--- src/rtl/spi_pkg.sv ---
// Shared constants and types for the SPI master.
package spi_pkg;

    localparam int unsigned CLKS_PER_HALF_BIT_DEFAULT = 4;
    localparam int unsigned EDGE_TOTAL                = 16;
    localparam int unsigned HALF_CNT_W                = 4;
    localparam int unsigned EDGE_CNT_W                = 4;
    localparam int unsigned BYTE_W                    = 8;
    localparam int unsigned COUNT_W                   = 3;

    typedef enum logic {
        IDLE = 1'b0,
        XFER = 1'b1
    } state_t;

endpackage

--- src/rtl/spi_clk_gen.sv ---
// SPI clock generator: half-period timing, edge sequencing and SCLK level.
module spi_clk_gen
    import spi_pkg::*;
#(
    parameter int unsigned CLKS_PER_HALF_BIT = CLKS_PER_HALF_BIT_DEFAULT
) (
    input  logic sys_clk,
    input  logic sys_rst,
    input  logic start_c,
    input  logic busy,
    input  logic clk_pol,
    output logic spi_clk_c,
    output logic leading_edge,
    output logic trailing_edge,
    output logic lead_c,
    output logic trail_c,
    output logic done_c
);

    localparam logic [HALF_CNT_W-1:0] HALF_LAST = HALF_CNT_W'(CLKS_PER_HALF_BIT - 1);
    localparam logic [EDGE_CNT_W-1:0] EDGE_LAST = EDGE_CNT_W'(EDGE_TOTAL - 1);

    logic [HALF_CNT_W-1:0] half_cnt;
    logic [EDGE_CNT_W-1:0] edge_cnt;
    logic                  phase;
    logic                  cpol_q;
    logic                  tick_c;

    // Edge strobes for the cycle ending at the next rising sys_clk edge.
    always_comb begin
        tick_c  = busy && (half_cnt == HALF_LAST);
        lead_c  = tick_c && !edge_cnt[0];
        trail_c = tick_c &&  edge_cnt[0];
        done_c  = trail_c && (edge_cnt == EDGE_LAST);
    end

    // Idle level tracks the live polarity; a transfer uses the captured one.
    assign spi_clk_c = busy ? (cpol_q ^ phase) : clk_pol;

    // Half-period and edge counters, SCLK phase and registered edge pulses.
    always_ff @(posedge sys_clk or negedge sys_rst) begin
        if (!sys_rst) begin
            half_cnt      <= '0;
            edge_cnt      <= '0;
            phase         <= 1'b0;
            cpol_q        <= 1'b0;
            leading_edge  <= 1'b0;
            trailing_edge <= 1'b0;
        end else begin
            leading_edge  <= lead_c;
            trailing_edge <= trail_c;
            if (start_c) begin
                half_cnt <= '0;
                edge_cnt <= '0;
                phase    <= 1'b0;
                cpol_q   <= clk_pol;
            end else if (busy) begin
                if (tick_c) begin
                    half_cnt <= '0;
                    edge_cnt <= edge_cnt + EDGE_CNT_W'(1);
                    phase    <= lead_c;
                end else begin
                    half_cnt <= half_cnt + HALF_CNT_W'(1);
                end
            end
        end
    end

endmodule

--- src/rtl/spi_master.sv ---
// SPI master, CPHA=0: one byte per i_tx_vd, MSB first, full duplex.
module spi_master
    import spi_pkg::*;
#(
    parameter int unsigned CLKS_PER_HALF_BIT = CLKS_PER_HALF_BIT_DEFAULT
) (
    input  logic                sys_clk,
    input  logic                sys_rst,
    input  logic                i_miso,
    input  logic                i_tx_vd,
    input  logic                i_clk_pol,
    input  logic [BYTE_W-1:0]   i_tx_parallel,
    output logic [BYTE_W-1:0]   o_rx_parallel,
    output logic                o_mosi,
    output logic                o_spi_clk,
    output logic                o_tx_slv_ready,
    output logic                o_tx_device_ready,
    output logic                o_leading_edge,
    output logic                o_trailing_edge,
    output logic [COUNT_W-1:0]  o_bit_count,
    output logic [COUNT_W-1:0]  o_byte_count
);

    state_t               state_q, state_d;
    logic [BYTE_W-2:0]    tx_shift_q, tx_shift_d;
    logic [BYTE_W-1:0]    rx_shift_q, rx_shift_d;
    logic [BYTE_W-1:0]    rx_par_d;
    logic                 mosi_d;
    logic                 slv_ready_d;
    logic                 dev_ready_d;
    logic [COUNT_W-1:0]   bit_count_d;
    logic [COUNT_W-1:0]   byte_count_d;
    logic                 start_c;
    logic                 lead_c;
    logic                 trail_c;
    logic                 done_c;

    assign start_c = i_tx_vd && o_tx_device_ready;

    spi_clk_gen #(
        .CLKS_PER_HALF_BIT (CLKS_PER_HALF_BIT)
    ) u_clk_gen (
        .sys_clk       (sys_clk),
        .sys_rst       (sys_rst),
        .start_c       (start_c),
        .busy          (state_q == XFER),
        .clk_pol       (i_clk_pol),
        .spi_clk_c     (o_spi_clk),
        .leading_edge  (o_leading_edge),
        .trailing_edge (o_trailing_edge),
        .lead_c        (lead_c),
        .trail_c       (trail_c),
        .done_c        (done_c)
    );

    // Next-state and datapath: capture at start, sample on leading, shift on trailing.
    always_comb begin
        state_d      = state_q;
        tx_shift_d   = tx_shift_q;
        rx_shift_d   = rx_shift_q;
        rx_par_d     = o_rx_parallel;
        mosi_d       = o_mosi;
        slv_ready_d  = 1'b0;
        dev_ready_d  = o_tx_device_ready;
        bit_count_d  = o_bit_count;
        byte_count_d = o_byte_count;
        case (state_q)
            IDLE: begin
                if (start_c) begin
                    state_d     = XFER;
                    dev_ready_d = 1'b0;
                    mosi_d      = i_tx_parallel[BYTE_W-1];
                    tx_shift_d  = i_tx_parallel[BYTE_W-2:0];
                end
            end
            XFER: begin
                if (lead_c) begin
                    rx_shift_d  = {rx_shift_q[BYTE_W-2:0], i_miso};
                    bit_count_d = o_bit_count + COUNT_W'(1);
                end
                if (done_c) begin
                    state_d      = IDLE;
                    rx_par_d     = rx_shift_q;
                    slv_ready_d  = 1'b1;
                    dev_ready_d  = 1'b1;
                    byte_count_d = o_byte_count + COUNT_W'(1);
                end else if (trail_c) begin
                    mosi_d     = tx_shift_q[BYTE_W-2];
                    tx_shift_d = {tx_shift_q[BYTE_W-3:0], 1'b0};
                end
            end
            default: state_d = IDLE;
        endcase
    end

    // State and output registers.
    always_ff @(posedge sys_clk or negedge sys_rst) begin
        if (!sys_rst) begin
            state_q           <= IDLE;
            tx_shift_q        <= '0;
            rx_shift_q        <= '0;
            o_rx_parallel     <= '0;
            o_mosi            <= 1'b0;
            o_tx_slv_ready    <= 1'b0;
            o_tx_device_ready <= 1'b1;
            o_bit_count       <= '0;
            o_byte_count      <= '0;
        end else begin
            state_q           <= state_d;
            tx_shift_q        <= tx_shift_d;
            rx_shift_q        <= rx_shift_d;
            o_rx_parallel     <= rx_par_d;
            o_mosi            <= mosi_d;
            o_tx_slv_ready    <= slv_ready_d;
            o_tx_device_ready <= dev_ready_d;
            o_bit_count       <= bit_count_d;
            o_byte_count      <= byte_count_d;
        end
    end

endmodule

--- config.mk ---
export PLATFORM = sky130hd
export DESIGN_NAME = spi_master
export DESIGN_NICKNAME = d
export VERILOG_FILES = /design/src/rtl/spi_pkg.sv /design/src/rtl/spi_clk_gen.sv /design/src/rtl/spi_master.sv
export SDC_FILE = /design/constraint.sdc
export NUM_CORES = 1
export LEC_CHECK = 0
export BUFFER_PORTS_ARGS = -buffer_cell sky130_fd_sc_hd__buf_2
export CORE_ASPECT_RATIO = 1.1
export CORE_MARGIN = 2
export CORE_UTILIZATION = 55
export DETAILED_ROUTE_END_ITERATION = 10
export PLACE_DENSITY = 0.78
export RECOVER_POWER = 25
export SYNTH_ARGS = -nofsm -noshare
export SYNTH_HDL_FRONTEND = slang
export SYNTH_SLANG_ARGS = --single-unit
--- constraint.sdc ---
create_clock -name sys_clk -period 2.5 [get_ports sys_clk]
set_input_delay 0.375 -clock sys_clk [delete_from_list [all_inputs] [get_ports sys_clk]]
set_output_delay 0.375 -clock sys_clk [all_outputs]
set_load 0.005 [all_outputs]
==> key figures, run 1 <==
Clock network
  • Number of resized instances in the post-cts repair step: 0
  • CTS Root Buffer Type: clkbuf_8
  • Num Clock Sinks: 45
  • Longest Clk Path Bufs: 2
  • Clock tree from TritonCTS: yes
  • Total CTS buffers: 5
  • Depth of the CTS H-tree: 2
  • Clock slew at the register clock pins of the worst setup and hold paths: 0.08 ns
  • Post-CTS setup buffer count: 0
  • Clk Latency, worst-skew pair: 0.30 ns
  • Post-CTS Hold Fix Bufs: 0

GRT
  • Congestion Overflow GR: 0
  • GR met2 Demand/Resource: 0.353
  • Pin count of the biggest net entering global routing: 46
  • First-pass GRT wire length: 7540 microns
  • Number of antenna violations at the first check in global routing: 0
  • GRT Overall Usage: 0.215
  • Global Route met1 Usage: 0.270
  • Via count of the first global-routing pass: 1639
  • Most crowded layer after global routing: met2
  • Met3 Track Usage GR: 0.0471

Critical path
  • CP endpoint kind: flop
  • CP arrival: 2.08 ns
  • Critical path required time: 2.68 ns
  • FF-to-FF Start: u_clk_gen.half_cnt[0]
  • Kind of start point of the critical path: flop
  • Worst setup path endpoint: rx_shift_q[6]
  • Critical Path Fanout Max: 9
  • Destination of the worst register-to-register timing path: rx_shift_q[6]
  • Worst Reg2Reg Path Length in Cells: 5
  • Critical Path Source: u_clk_gen.half_cnt[0]
  • Worst Path Class, Setup: reg2reg
  • Flop-to-flop setup slack: 0.60 ns

Drt
  • Vias per std cell: 6.02
  • Routed wire length: 4300 microns
  • Iter 0 DRT Violations: 122
  • DRC violation count after routing: 0
  • Detailed-route wire length per cell: 16.7 microns
  • Vias after detailed routing: 1553
  • Router iterations before antenna repair: 4
  • DRT antenna net count: 0

Logic synthesis
  • Post-synthesis net count: 192
  • Portion of synthesized cell area occupied by the leading cell type: 0.516
  • Synth warn: 0
  • Cell taking the most area after synthesis: dfrtp_1
  • Netlist area before placement: 2130 sq um
  • Number of distinct standard cells referenced by the synthesized netlist: 40
  • Most used DFF post-synth: dfrtp_1
  • Synthesized area divided by synthesized cell count: 12.2 sq um
  • Cell types occupying the most area after synthesis: dfrtp_1, mux2_2, a211o_1
  • Count of flip-flops with a built-in enable after synthesis: 0
  • Async SR Flop Fraction: 1.00
  • Post-Synthesis Cells: 175
  • Count of state elements after synthesis: 45
  • Fraction of the yosys area taken by sequential cells: 0.529

Finish
  • Most common cell after layout, fill and taps aside: dfrtp_1
  • Diodes inserted: 0
  • Post-layout utilization of the core: 0.660
  • Post-layout nets: 224
  • Post-layout instance area: 2430 sq um
  • Area used by multi-input combinational logic: 913 sq um
  • Filler Cells Inserted: 295
  • Share of final-layout standard cells stronger than drive strength 1: 0.327
  • Highest-count cells in the layout ignoring fill and taps: dfrtp_1, buf_2, mux2_2, nand2_1, a211o_1
  • Register area: 1130 sq um
  • Area grow syn2layout: 14.1%

Timing
  • Minimum clock period: 1.90 ns
  • Setup tns final: 0 ns
  • Post-route fraction of the period consumed by the critical path: 0.760
  • Final-report hold violation count: 0
  • Highest Clock Rate: 526 MHz
  • Fin. max-slew vios: 0
  • Slew at the pin closest to its max-slew limit: 1.07 ns
  • Worst hold margin: 0.262 ns
  • Unrepaired setup endpoints after global routing: false
  • Total of endpoints with negative setup slack in the final report: 0
  • Clk_skew: 0.00672 ns
  • Worst relative slew slack: 0.288

Power and ir drop
  • Worst supply voltage drop on vdd: 0.573 mV
  • Clock group share of total power: 0.237
  • Cell internal power dissipation: 1630 uW
  • Power Dens Cells: 992 nW/um^2
  • Power share of the combinational group: 0.296
  • Post-route total power: 2410 uW
  • Sequential share of power: 0.468
  • Switching power share of the total: 0.325
  • Sw Pwr: 784 uW
  • Total leakage power: 0.00119 uW

Place
  • HPWL after DPL: 2950 microns
  • Number of I/O port buffers: 32
  • DP Area: 2310 sq um
  • Placer Congestion: 0.861

Floorplan
  • I/O pin cnt: 33
  • Die area: 4390 sq um
  • Horizontal die dimension: 63.4 microns
  • Y dimension of the die: 69.3 microns
  • Floorplan row count: 23
  • Core ar.: 3680 sq um
  • Effective utilization at floorplan: 0.579

Worst hold path
  • Worst min path class: in2async

Status
  • Result of the run: finished, final reports clean

Job
  • Max-cap violations: 0
how the worst min path moves through the flow:
stage | cells past startpoint | slack, ns | startpoint | endpoint
2_1_floorplan | 0 | 0.08 | sys_rst | o_bit_count[0]
3_3_place_gp | 1 | 0.46 | o_bit_count[2] | o_bit_count[2]
3_5_place_dp | 1 | 0.47 | o_byte_count[2] | o_byte_count[2]
4_1_cts | 1 | 0.25 | sys_rst | tx_shift_q[4]
5_1_grt | 3 | 0.28 | i_clk_pol | u_clk_gen.cpol_q
6_report | 1 | 0.26 | sys_rst | u_clk_gen.edge_cnt[2]
state kept, by name, indices dropped and copies added, names as in the netlist, 3 cells and up:
name / cells
o_bit_count: 3
o_byte_count: 3
o_rx_parallel: 8
rx_shift_q: 8
tx_shift_q: 7
u_clk_gen.edge_cnt: 4
u_clk_gen.half_cnt: 4
power by group through the flow:
stage | Sequential [uW] | Clock, uW | Combinational (uW)
after floorplan | 1100 | 0 | 529
after global placement | 1120 | 0 | 674
after detailed placement | 1140 | 0 | 711
after CTS | 1120 | 577 | 718
after global routing | 1160 | 618 | 786
final | 1130 | 571 | 714
area by class of cell:
type / count / area share
multi-input cells: 113 / 0.376
well taps: 50 / 0.0257
clock buffers: 6 / 0.0340
repair buffers: 35 / 0.0751
flip-flops and latches: 45 / 0.463
clock inverters: 2 / 0.0154
inverters: 7 / 0.0108
synth_stat cells, drive strengths merged (5+ instances only):
cell   instances
a211o         13
a21oi          8
and3           8
buf            6
dfrtp         44
inv            6
mux2          18
nand2         15
nand3          5
or4            7
xnor2          5
cell families after synthesis:
family | Yosys count | synth area share
and+or+nand+nor | 52 | 0.158
AOI/OAI and AO/OA | 31 | 0.114
xor gates and xnor gates | 6 | 0.0246
buffers and inverters | 17 | 0.0428
muxes | 20 | 0.108
DFF | 45 | 0.529
adders and majority gates | 4 | 0.0235
metrics by stage:
step,setup WS (ns),std cells
2_1_floorplan,0.743,175
3_3_place_gp,0.758,250
3_5_place_dp,0.669,250
4_1_cts,0.626,258
5_1_grt,0.512,258
6_report,0.600,258
routing by layer:
metal	vias to the layer above	share of wire
li1	710	-
met1	772	0.41
met2	58	0.51
met3	13	0.051
met4	0	0.024
met5	-	0
critical path, stage by stage, from the launching register on:
cell and delay, ns:
dfrtp_1 0.41, ha_1 0.30, and4bb_1 0.39, nand2_2 0.15, inv_2 0.18, mux2_2 0.36
(Power assumes the default switching activity.)
==> inputs of run 2 (changes only) <==
Clock period 2.5 ns to 1.9 ns, I/O delays scaled along.
==> key figures, run 2 (synthesis gave the netlist of run 1 again) <==
Finish
  • Filler Cells Inserted: 298
  • Highest-count cells in the layout ignoring fill and taps: dfrtp_1, buf_2, mux2_2, nand2_1, a211o_1
  • Area grow syn2layout: 14.7%
  • Top flop regs: o_rx_parallel x8, rx_shift_q x8, tx_shift_q x7
  • Share of final-layout standard cells stronger than drive strength 1: 0.341
  • Diodes inserted: 0
  • Post-layout nets: 227
  • Most common cell after layout, fill and taps aside: dfrtp_1

Critical path
  • Critical Path Fanout Max: 17
  • CP endpoint kind: flop
  • Critical Path Max Stage Delay: 0.41 ns
  • CP arrival: 1.94 ns
  • Worst Path Class, Setup: reg2reg
  • Kind of start point of the critical path: flop
  • Number of buffers and inverters on the critical path: 0
  • Cell at the slowest stage of the critical path: and3_1
  • Sequence of cells on the critical path: ha_1 > and3_1 > nand3_4 > mux2_4
  • Crit path max-delay family: simple AND/OR/NAND/NOR gates
  • Critical path required time: 2.09 ns

Clock network
  • CTS Root Buffer Type: clkbuf_8
  • Depth of the CTS H-tree: 2
  • Clock slew at the register clock pins of the worst setup and hold paths: 0.08 ns
  • Clk Latency, worst-skew pair: 0.31 ns
  • Clock tree from TritonCTS: yes
  • Num Clock Sinks: 45
  • Total CTS buffers: 5
  • Longest Clk Path Bufs: 2

GRT
  • GRT Overall Usage: 0.214
  • First-pass GRT wire length: 7360 microns
  • Congestion Overflow GR: 0
  • Via count of the first global-routing pass: 1548
  • Pin count of the biggest net entering global routing: 46
  • Number of antenna violations at the first check in global routing: 0

Floorplan
  • Horizontal die dimension: 63.4 microns
  • Die area: 4390 sq um
  • Effective utilization at floorplan: 0.579
  • Core ar.: 3680 sq um
  • Y dimension of the die: 69.3 microns
  • I/O pin cnt: 33
  • Floorplan row count: 23

Place
  • Placer Congestion: 0.853
  • Number of I/O port buffers: 32
  • Pre-CTS setup slack: 0.0915 ns
  • HPWL after DPL: 3010 microns

Timing
  • Highest Clock Rate: 572 MHz
  • Slew at the pin closest to its max-slew limit: 1.09 ns
  • Final setup margin: 0.152 ns
  • Setup tns final: 0 ns
  • Unrepaired setup endpoints after global routing: false
  • Minimum clock period: 1.75 ns
  • Clk_skew: 0.0204 ns
  • Final-report hold violation count: 0
  • Fin. max-slew vios: 0
  • Post-route fraction of the period consumed by the critical path: 0.920
  • Total of endpoints with negative setup slack in the final report: 0
  • Worst relative slew slack: 0.273

Status
  • Result of the run: finished, final reports clean

Worst hold path
  • Worst min path class: in2reg

Drt
  • Vias per std cell: 5.92
  • Router iterations before antenna repair: 5
  • DRC violation count after routing: 0
  • Vias after detailed routing: 1544
  • Routed wire length: 4390 microns
  • DRT antenna net count: 0
  • Iter 0 DRT Violations: 104
  • Detailed-route wire length per cell: 16.8 microns

Power and ir drop
  • Total leakage power: 0.00119 uW
  • Power Dens Cells: 1290 nW/um^2
  • Worst supply voltage drop on vdd: 0.842 mV

Job
  • Max-cap violations: 0
[run 2: changes by cell type in the layout (fill, tap and decap cells not counted), sizes merged]
cell,change
clkinvlp,-1
buf,+3
clkinv,+1
[run 2: worst min-delay path: stages]
cell and delay, ns:
buf_2 0.09, nand2_1 0.04, nand2_1 0.05
[run 2: layer usage]
layer	GRT usage	share of wire
met5	0	0
met4	0.0700	0.0098
met3	0.0536	0.042
met2	0.367	0.53
met1	0.261	0.42
[run 2: area by class of cell]
cell class | count | area (sq um) | share of cell area
Multi-Input combinational cell | 113 | 916 | 0.374
Clock buffer | 6 | 72.6 | 0.0297
Timing Repair Buffer | 38 | 203 | 0.0829
Clock inverter | 2 | 38.8 | 0.0159
Sequential cell | 45 | 1130 | 0.461
Tap cell | 50 | 62.6 | 0.0256
Inverter | 7 | 26.3 | 0.0107
[run 2: report_power, final]
part | switching (uW) | internal, uW | leakage [uW] | total [uW]
sequential | 243 | 1240 | 0.000571 | 1490
combinational | 464 | 480 | 0.000568 | 943
clock | 336 | 395 | 0.0000554 | 731
total | 1040 | 2120 | 0.00119 | 3160
[run 2: worst paths after layout]
check / endpoint / start / slack [ns] / depth (start not counted)
worst max-delay path: o_byte_count[1] / u_clk_gen.edge_cnt[1] / 0.15 / 4
min in group asynchronous: tx_shift_q[4] / sys_rst / 0.24 / 2
worst min-delay path: u_clk_gen.cpol_q / i_clk_pol / 0.19 / 3
max in group asynchronous: o_rx_parallel[7] / sys_rst / 0.98 / 2
worst max register to register: o_byte_count[1] / u_clk_gen.edge_cnt[1] / 0.15 / 4
worst min register to register: o_bit_count[2] / o_bit_count[2] / 0.47 / 1
[run 2: per-stage QoR]
stage / total power (uW) / area [sq um] / util / std cells / hold slack [ns]
finish: 3160 / 2450 / 0.664 / 261 / 0.194
global placement: 2360 / 2330 / 0.634 / 253 / 0.388
CTS: 3160 / 2450 / 0.664 / 261 / 0.0605
detailed placement: 2440 / 2330 / 0.634 / 253 / 0.395
global route: 3350 / 2450 / 0.664 / 261 / 0.192
floorplan: 2150 / 2130 / - / 175 / -0.0106
[run 2: repair_timing]
item | CTS | global route
setup buffers | 0 | 0
setup endpoints to repair | 0 | 17
resized for setup | 0 | 2
hold buffers | 0 | 0
==> inputs of run 3 (changes only) <==
Clock period 1.9 ns to 2.3 ns, I/O delays scaled along.
==> key figures, run 3 (synthesis gave the netlist of run 1 again) <==
Finish
  • Share of final-layout standard cells stronger than drive strength 1: 0.325
  • Most common cell after layout, fill and taps aside: dfrtp_1
  • Highest-count cells in the layout ignoring fill and taps: dfrtp_1, buf_2, mux2_2, nand2_1, a211o_1
  • Post-layout nets: 225
  • Area grow syn2layout: 14.1%
  • Top flop regs: o_rx_parallel x8, rx_shift_q x8, tx_shift_q x7
  • Diodes inserted: 0
  • Filler Cells Inserted: 316

Clock network
  • Number of resized instances in the post-cts repair step: 0
  • CTS Root Buffer Type: clkbuf_8
  • Clk Latency, worst-skew pair: 0.30 ns
  • Total CTS buffers: 5
  • Post-CTS setup buffer count: 0
  • Clock slew at the register clock pins of the worst setup and hold paths: 0.08 ns
  • Clock tree from TritonCTS: yes
  • Depth of the CTS H-tree: 2
  • Longest Clk Path Bufs: 2
  • Num Clock Sinks: 45
  • Post-CTS Hold Fix Bufs: 0

Critical path
  • Kind of start point of the critical path: flop
  • CP arrival: 2.24 ns
  • Critical path required time: 2.48 ns
  • Critical Path Source: u_clk_gen.half_cnt[0]
  • Flop-to-flop setup slack: 0.24 ns
  • Worst Path Class, Setup: reg2reg
  • CP endpoint kind: flop
  • FF-to-FF Start: u_clk_gen.half_cnt[0]
  • Critical Path Fanout Max: 10

GRT
  • GRT Overall Usage: 0.216
  • Number of antenna violations at the first check in global routing: 0
  • Pin count of the biggest net entering global routing: 46
  • Congestion Overflow GR: 0
  • First-pass GRT wire length: 7560 microns
  • Via count of the first global-routing pass: 1549

Drt
  • Iter 0 DRT Violations: 104
  • Vias per std cell: 5.78
  • Router iterations before antenna repair: 5
  • DRC violation count after routing: 0
  • Routed wire length: 4190 microns
  • DRT antenna net count: 0
  • Vias after detailed routing: 1497
  • Detailed-route wire length per cell: 16.2 microns

Place
  • HPWL after DPL: 2860 microns
  • Placer Congestion: 0.798
  • Number of I/O port buffers: 32

Timing
  • Minimum clock period: 2.06 ns
  • Worst relative slew slack: 0.274
  • Clk_skew: 0.00870 ns
  • Total of endpoints with negative setup slack in the final report: 0
  • Setup tns final: 0 ns
  • Final-report hold violation count: 0
  • Unrepaired setup endpoints after global routing: false
  • Fin. max-slew vios: 0
  • Slew at the pin closest to its max-slew limit: 1.09 ns
  • Post-route fraction of the period consumed by the critical path: 0.898
  • Highest Clock Rate: 484 MHz

Worst hold path
  • Worst min-delay path startpoint: i_clk_pol
  • Worst min path class: in2reg

Floorplan
  • Core ar.: 3680 sq um
  • Floorplan row count: 23
  • I/O pin cnt: 33
  • Horizontal die dimension: 63.4 microns
  • Y dimension of the die: 69.3 microns
  • Effective utilization at floorplan: 0.579
  • Die area: 4390 sq um

Power and ir drop
  • Worst supply voltage drop on vdd: 0.654 mV
  • Sw Pwr: 829 uW
  • Power share of the combinational group: 0.294
  • Power Dens Cells: 1070 nW/um^2
  • Clock group share of total power: 0.235
  • Total leakage power: 0.00119 uW
  • Post-route total power: 2600 uW
  • Switching power share of the total: 0.319
  • Cell internal power dissipation: 1770 uW
  • Sequential share of power: 0.470

Status
  • Result of the run: finished, final reports clean

Job
  • Max-cap violations: 0
## run 3: cell count changes in the layout (fill, tap and decap cells not counted)
cell / previous run / this run
and4bb_1: 0 / 1
and4bb_2: 1 / 0
buf_4: 5 / 3
clkbuf_8: 5 / 6
clkinv_4: 1 / 0
ha_1: 3 / 4
ha_2: 1 / 0
## run 3: power groups by stage
stage / clock (uW) / sequential [uW] / combinational [uW]
after floorplan: 0 / 1200 / 575
after CTS: 627 / 1220 / 772
final: 612 / 1220 / 765
after global routing: 670 / 1260 / 857
after detailed placement: 0 / 1240 / 766
after global placement: 0 / 1220 / 733
## run 3: stage by stage
step           hold WS, ns  std cells  utilization  instance area (sq um)  setup WS (ns)
2_1_floorplan       0.0494        175            -                   2130          0.543
6_report             0.256        259        0.661                   2430          0.236
3_5_place_dp         0.457        251        0.630                   2320          0.286
3_3_place_gp         0.446        251        0.630                   2320          0.386
4_1_cts              0.136        259        0.661                   2440          0.244
5_1_grt              0.266        259        0.661                   2430         0.0873
## run 3: final cells by class
class                           instances  area, sq um  share of cell area
Timing Repair Buffer                   36          188              0.0771
Multi-Input combinational cell        113          913               0.375
Sequential cell                        45         1130               0.463
Inverter                                7         26.3              0.0108
Clock buffer                            7         86.3              0.0355
Clock inverter                          1         30.0              0.0123
Tap cell                               50         62.6              0.0257
## run 3: path summary, 6_finish.rpt
check                                   endpoint  cells past startpoint
setup / recovery                  o_bit_count[1]                      5
max in group asynchronous        o_byte_count[1]                      2
hold / removal                  u_clk_gen.cpol_q                      3
min in group asynchronous  u_clk_gen.edge_cnt[1]                      2
hold reg to reg                  o_byte_count[2]                      1
setup reg to reg                  o_bit_count[1]                      5
## run 3: critical path: stages, from the launching register on
cell      delay, ns
dfrtp_1        0.40
ha_1           0.29
and4bb_1       0.53
nand2_2        0.17
inv_2          0.20
mux2_2         0.36
## run 3: layer usage
metal / up-vias / global-route usage / wire length, microns
met5: - / 0 / 0
met4: 0 / 0.0676 / 52
met3: 6 / 0.0487 / 184
met2: 37 / 0.368 / 2080
met1: 740 / 0.272 / 1870
li1: 714 / - / -
